File: config.mk
export PLATFORM = sky130hd
export DESIGN_NAME = sipo_deserializer_flat
export DESIGN_NICKNAME = d
export VERILOG_FILES = /design/src/rtl/sipo_deserializer_if.sv /design/src/rtl/sipo_deserializer.sv /design/src/flat_wrapper.sv
export SDC_FILE = /design/constraint.sdc
export NUM_CORES = 1
export LEC_CHECK = 0
export ABC_CLOCK_PERIOD_IN_PS = 1600
export CORE_MARGIN = 4
export CORE_UTILIZATION = 48
export DETAILED_ROUTE_END_ITERATION = 7
export GPL_TIMING_DRIVEN = 1
export HOLD_SLACK_MARGIN = 0.02
export PLACE_DENSITY = 0.8
export SLEW_MARGIN = 30
export SYNTH_ARGS = -nofsm -noshare
export SYNTH_HDL_FRONTEND = slang
export SYNTH_SLANG_ARGS = --single-unit
File: constraint.sdc
create_clock -name clk -period 1.6 [get_ports clk]
set_clock_uncertainty 0.1 [all_clocks]
set_input_delay 0.32 -clock clk [delete_from_list [all_inputs] [get_ports clk]]
set_output_delay 0.32 -clock clk [all_outputs]
set_load 0.03 [all_outputs]
File: src/rtl/sipo_deserializer_if.sv
// Handshake bundle between the serial source / word consumer and the deserializer.
// slave is the deserializer side; master is the side driving bits and ready.
interface sipo_deserializer_if #(
    parameter int unsigned WIDTH = 8
);
    localparam int unsigned CntW = $clog2(WIDTH);

    logic             d;
    logic             d_en;
    logic             ready;
    logic [WIDTH-1:0] data_out;
    logic             valid;
    logic             overrun;
    logic [CntW-1:0]  bit_cnt;

    modport slave (
        input  d,
        input  d_en,
        input  ready,
        output data_out,
        output valid,
        output overrun,
        output bit_cnt
    );

    modport master (
        output d,
        output d_en,
        output ready,
        input  data_out,
        input  valid,
        input  overrun,
        input  bit_cnt
    );
endinterface

File: src/rtl/sipo_deserializer.sv
// Serial-in/parallel-out deserializer: frames WIDTH-bit words with a bit counter and
// presents each word in a one-entry holding register with valid/ready and sticky overrun.
module sipo_deserializer #(
    parameter int unsigned WIDTH     = 8,
    parameter bit          MSB_FIRST = 1'b1
) (
    input  logic                 clk,
    input  logic                 rst,
    sipo_deserializer_if.slave   bus
);
    localparam int unsigned CntW = $clog2(WIDTH);

    typedef enum logic {
        StEmpty,
        StFull
    } state_e;

    state_e           r_state;
    logic [WIDTH-1:0] r_shift;
    logic [WIDTH-1:0] r_data;
    logic [CntW-1:0]  r_cnt;
    logic             r_overrun;

    logic [WIDTH-1:0] w_shift_next;
    logic             w_complete;

    // The completed word must include the bit arriving on the completing edge.
    always_comb begin
        w_shift_next = r_shift;
        if (MSB_FIRST) begin
            w_shift_next = {r_shift[WIDTH-2:0], bus.d};
        end else begin
            w_shift_next = {bus.d, r_shift[WIDTH-1:1]};
        end
    end

    assign w_complete = bus.d_en && (r_cnt == CntW'(WIDTH - 1));

    always_ff @(posedge clk) begin
        if (rst) begin
            r_state   <= StEmpty;
            r_shift   <= '0;
            r_data    <= '0;
            r_cnt     <= '0;
            r_overrun <= 1'b0;
        end else begin
            if (bus.d_en) begin
                r_shift <= w_shift_next;
                r_cnt   <= w_complete ? '0 : r_cnt + CntW'(1);
            end

            unique case (r_state)
                StEmpty: begin
                    if (w_complete) begin
                        r_state <= StFull;
                        r_data  <= w_shift_next;
                    end
                end
                StFull: begin
                    if (w_complete) begin
                        // Consumer taking the old word frees the slot for the new one.
                        if (bus.ready) begin
                            r_data <= w_shift_next;
                        end else begin
                            r_overrun <= 1'b1;
                        end
                    end else if (bus.ready) begin
                        r_state <= StEmpty;
                    end
                end
                default: r_state <= StEmpty;
            endcase
        end
    end

    assign bus.data_out = r_data;
    assign bus.valid    = (r_state == StFull);
    assign bus.overrun  = r_overrun;
    assign bus.bit_cnt  = r_cnt;
endmodule
File: src/flat_wrapper.sv
// flat-port wrapper written by rule: the top's interface ports become plain ports
module sipo_deserializer_flat 
#(
    parameter int unsigned WIDTH     = 8,
    parameter bit          MSB_FIRST = 1'b1
)
  (clk, rst, bus_d, bus_d_en, bus_ready, bus_data_out, bus_valid, bus_overrun, bus_bit_cnt);
  sipo_deserializer_if #(.WIDTH(WIDTH)) bus_i ();
  input  logic clk;
  input  logic rst;
  input wire logic [$bits(bus_i.d)-1:0] bus_d;
  input wire logic [$bits(bus_i.d_en)-1:0] bus_d_en;
  input wire logic [$bits(bus_i.ready)-1:0] bus_ready;
  output wire logic [$bits(bus_i.data_out)-1:0] bus_data_out;
  output wire logic [$bits(bus_i.valid)-1:0] bus_valid;
  output wire logic [$bits(bus_i.overrun)-1:0] bus_overrun;
  output wire logic [$bits(bus_i.bit_cnt)-1:0] bus_bit_cnt;
  assign bus_i.d = bus_d;
  assign bus_i.d_en = bus_d_en;
  assign bus_i.ready = bus_ready;
  assign bus_data_out = bus_i.data_out;
  assign bus_valid = bus_i.valid;
  assign bus_overrun = bus_i.overrun;
  assign bus_bit_cnt = bus_i.bit_cnt;
  sipo_deserializer #(.WIDTH(WIDTH), .MSB_FIRST(MSB_FIRST)) u_core (.clk(clk), .rst(rst), .bus(bus_i));
endmodule
==> flow_summary.yaml <==
cells_and_area:
  area_growth_syn_to_layout_pct: 25.0
  drive_above_1_share_pct: 10.1
  multi_input_area_um2: 404
  nets: 108
  seq_area_um2: 400
  antenna_cells: 0
  layout_commonest_cell: "dfxtp_1"
  final_cell_mix: "dfxtp_1, nand2b_1, mux2i_1, dlygate4sd2_1, nor2_1"
  fillers: 129
detailed_routing:
  avgViaCountPerCell: 5.10
  drcViolationCount: 0
  wl_per_cell_um: 11.9
  via_count: 586
  drt_pre_antenna_iters: 2
  detail-route-antenna-nets: 0
  totalWireLength_um: 1370
  drtIter0Drc: 2
floorplanning:
  dieArea_um2: 2460
  core_um2: 1580
  die_w_um: 49.6
  ios: 18
  core.rowCount: 14
  die_h_um: 49.6
  start_util_pct: 52.8
sta:
  final_max_slew_viol_count: 0
  finalCritPeriodShare_pct: 93.8
  period_minus_slack_ps: 1500
  fmax_mhz: 666
  slew-limit-headroom_pct: 79.6
  setup_tns_ps: 0
  rsz0062_at_grt: "no"
  final_hold_viol_count: 0
  finalSetupViolations: 0
  postLayoutSetupSlackWorst_ps: 99.6
  tightest_slew_ps: 307
synth:
  synth_area_um2: 832
  ys_ff_latch: 20
  syn_avg_cell_area_um2: 10.4
  synth_warnings: 0
  yosysUniqueCellTypes: 16
  seq_area_frac_synth_pct: 48.1
  synth_nets: 87
  syn_inst: 80
placed_design:
  dp_worst_setup_slack_ps: 31.1
  numPortBuffers: 17
  place_congestion: 0.731
  dp_hpwl_um: 1000
power:
  p_leak_nw: 0.454
  ir_worst_vdd_mv: 0.499
  cellPowerDensity_nw_per_um2: 772
clock_network:
  ctsHoldBuffers: 0
  clkSlewWorstSetupHoldPaths_ps: 100
  tritoncts: "done"
  clockBufferDepth: 2
  clkLatencyLatePin_ps: 280
  htreeDepth: 1
  cts-root-buf: "clkbuf_4"
  cts.sinks: 20
  numCtsBuffers: 3
worst_setup_path:
  crit_path_cell_trace: "dlygate4sd2_1"
  slowest_stage: "dlygate4sd2_1"
  path_class: "reg2out"
  cp_max_fo: 4
  worst-endpoint-required_ps: 1180
  max_stage_delay_ps: 410
  r2r_setup_slack_ps: 160
  endpoint_kind: "output port"
  cp.arrival_ps: 1080
  crit_buf_inv: 1
  cpLargestDelayFamily: "buffers and inverters"
  start_kind: "register"
grt:
  track_usage_pct: 12.6
  use_met1_pct: 15.7
  grt-ovfl-total: 0
  antenna_found_initial: 0
  busiest_layer: "met2"
  use_met2_pct: 19.6
  grt_pass1_vias: 538
  grt_max_degree: 29
  grt_pass1_wl_um: 2380
  use_met3_pct: 3.01
min_path:
  hold_class: "reg2reg"
job:
  maxCapViolCount: 0
outcome:
  status: "completed"
## state kept, by name, indices dropped and copies added (netlist names)
signal               flops
u_core.bus.valid         1
u_core.r_shift           7
u_core.bus.data_out      8
u_core.bus.bit_cnt       3
u_core.bus.overrun       1
## repair_timing
action / 4_1_cts / 5_1_grt
buffers inserted: 0 / 0
pin swaps: 0 / 0
gates cloned: 0 / 0
endpoints found under the setup margin: 13 / 4
resized for setup: 13 / 1
## layout make-up
cell class / count / share of cell area [%]
multi-input combinational: 55 / 38.9
sequential: 20 / 38.5
timing repair buffer: 20 / 18.2
clock buffer: 3 / 2.17
tap: 16 / 1.93
inverter: 1 / 0.361
## final timing paths
| path | startpoint | end | depth (start not counted) |
|---|---|---|---|
| max | u_core.bus.bit_cnt[0] | bus_bit_cnt[0] | 1 |
| min | u_core.bus.data_out[0] | u_core.bus.data_out[0] | 2 |
| max reg2reg | u_core.bus.bit_cnt[0] | u_core.bus.data_out[5] | 5 |
| min reg2reg | u_core.bus.data_out[0] | u_core.bus.data_out[0] | 2 |
## metal layers
layer	wire (um)	up-vias
met5	0	-
met4	12	0
met1	685	268
met3	50	2
met2	626	9
li1	-	307
## cells in the mapped netlist
library cell	n	share of area, %
dfxtp_1	20	48
mux2i_1	16	19
nand2b_1	16	12
nor2_1	11	5.0
a21oi_1	3	1.8
buf_2	3	1.8
ha_1	2	3.0
a31oi_1	1	0.75
buf_6	1	1.4
inv_1	1	0.45
nand2_1	1	0.45
nand2_2	1	0.75
nand3b_1	1	0.90
nor2_8	1	2.4
nor2b_2	1	1.1
nor3b_1	1	0.90
## metrics by stage
stage,instance area (um2),utilization [%],instances,hold slack [ps],total power [W]
after floorplan,832,-,80,351,0.000567
after global placement,1030,65.4,112,349,0.000596
after detailed placement,1030,65.4,112,366,0.000598
after CTS,1040,65.8,115,378,0.000815
after global routing,1040,66.0,115,405,0.000844
final,1040,66.0,115,372,0.000803
## kinds of logic after synthesis
family	after synthesis	synth area share, %
compound gates	4	2.56
mux	16	19.2
fa+ha+maj	2	3.01
flops	20	48.1
simple gates	33	23.5
buf+inv	5	3.61
## power breakdown
| group | switching [W] | internal (W) |
|---|---|---|
| clock | 0.000133 | 0.0000873 |
| sequential | 0.00000542 | 0.000505 |
| combinational | 0.0000349 | 0.0000379 |
| total | 0.000173 | 0.000630 |
Note: power is estimated with default switching activity, not from simulation.
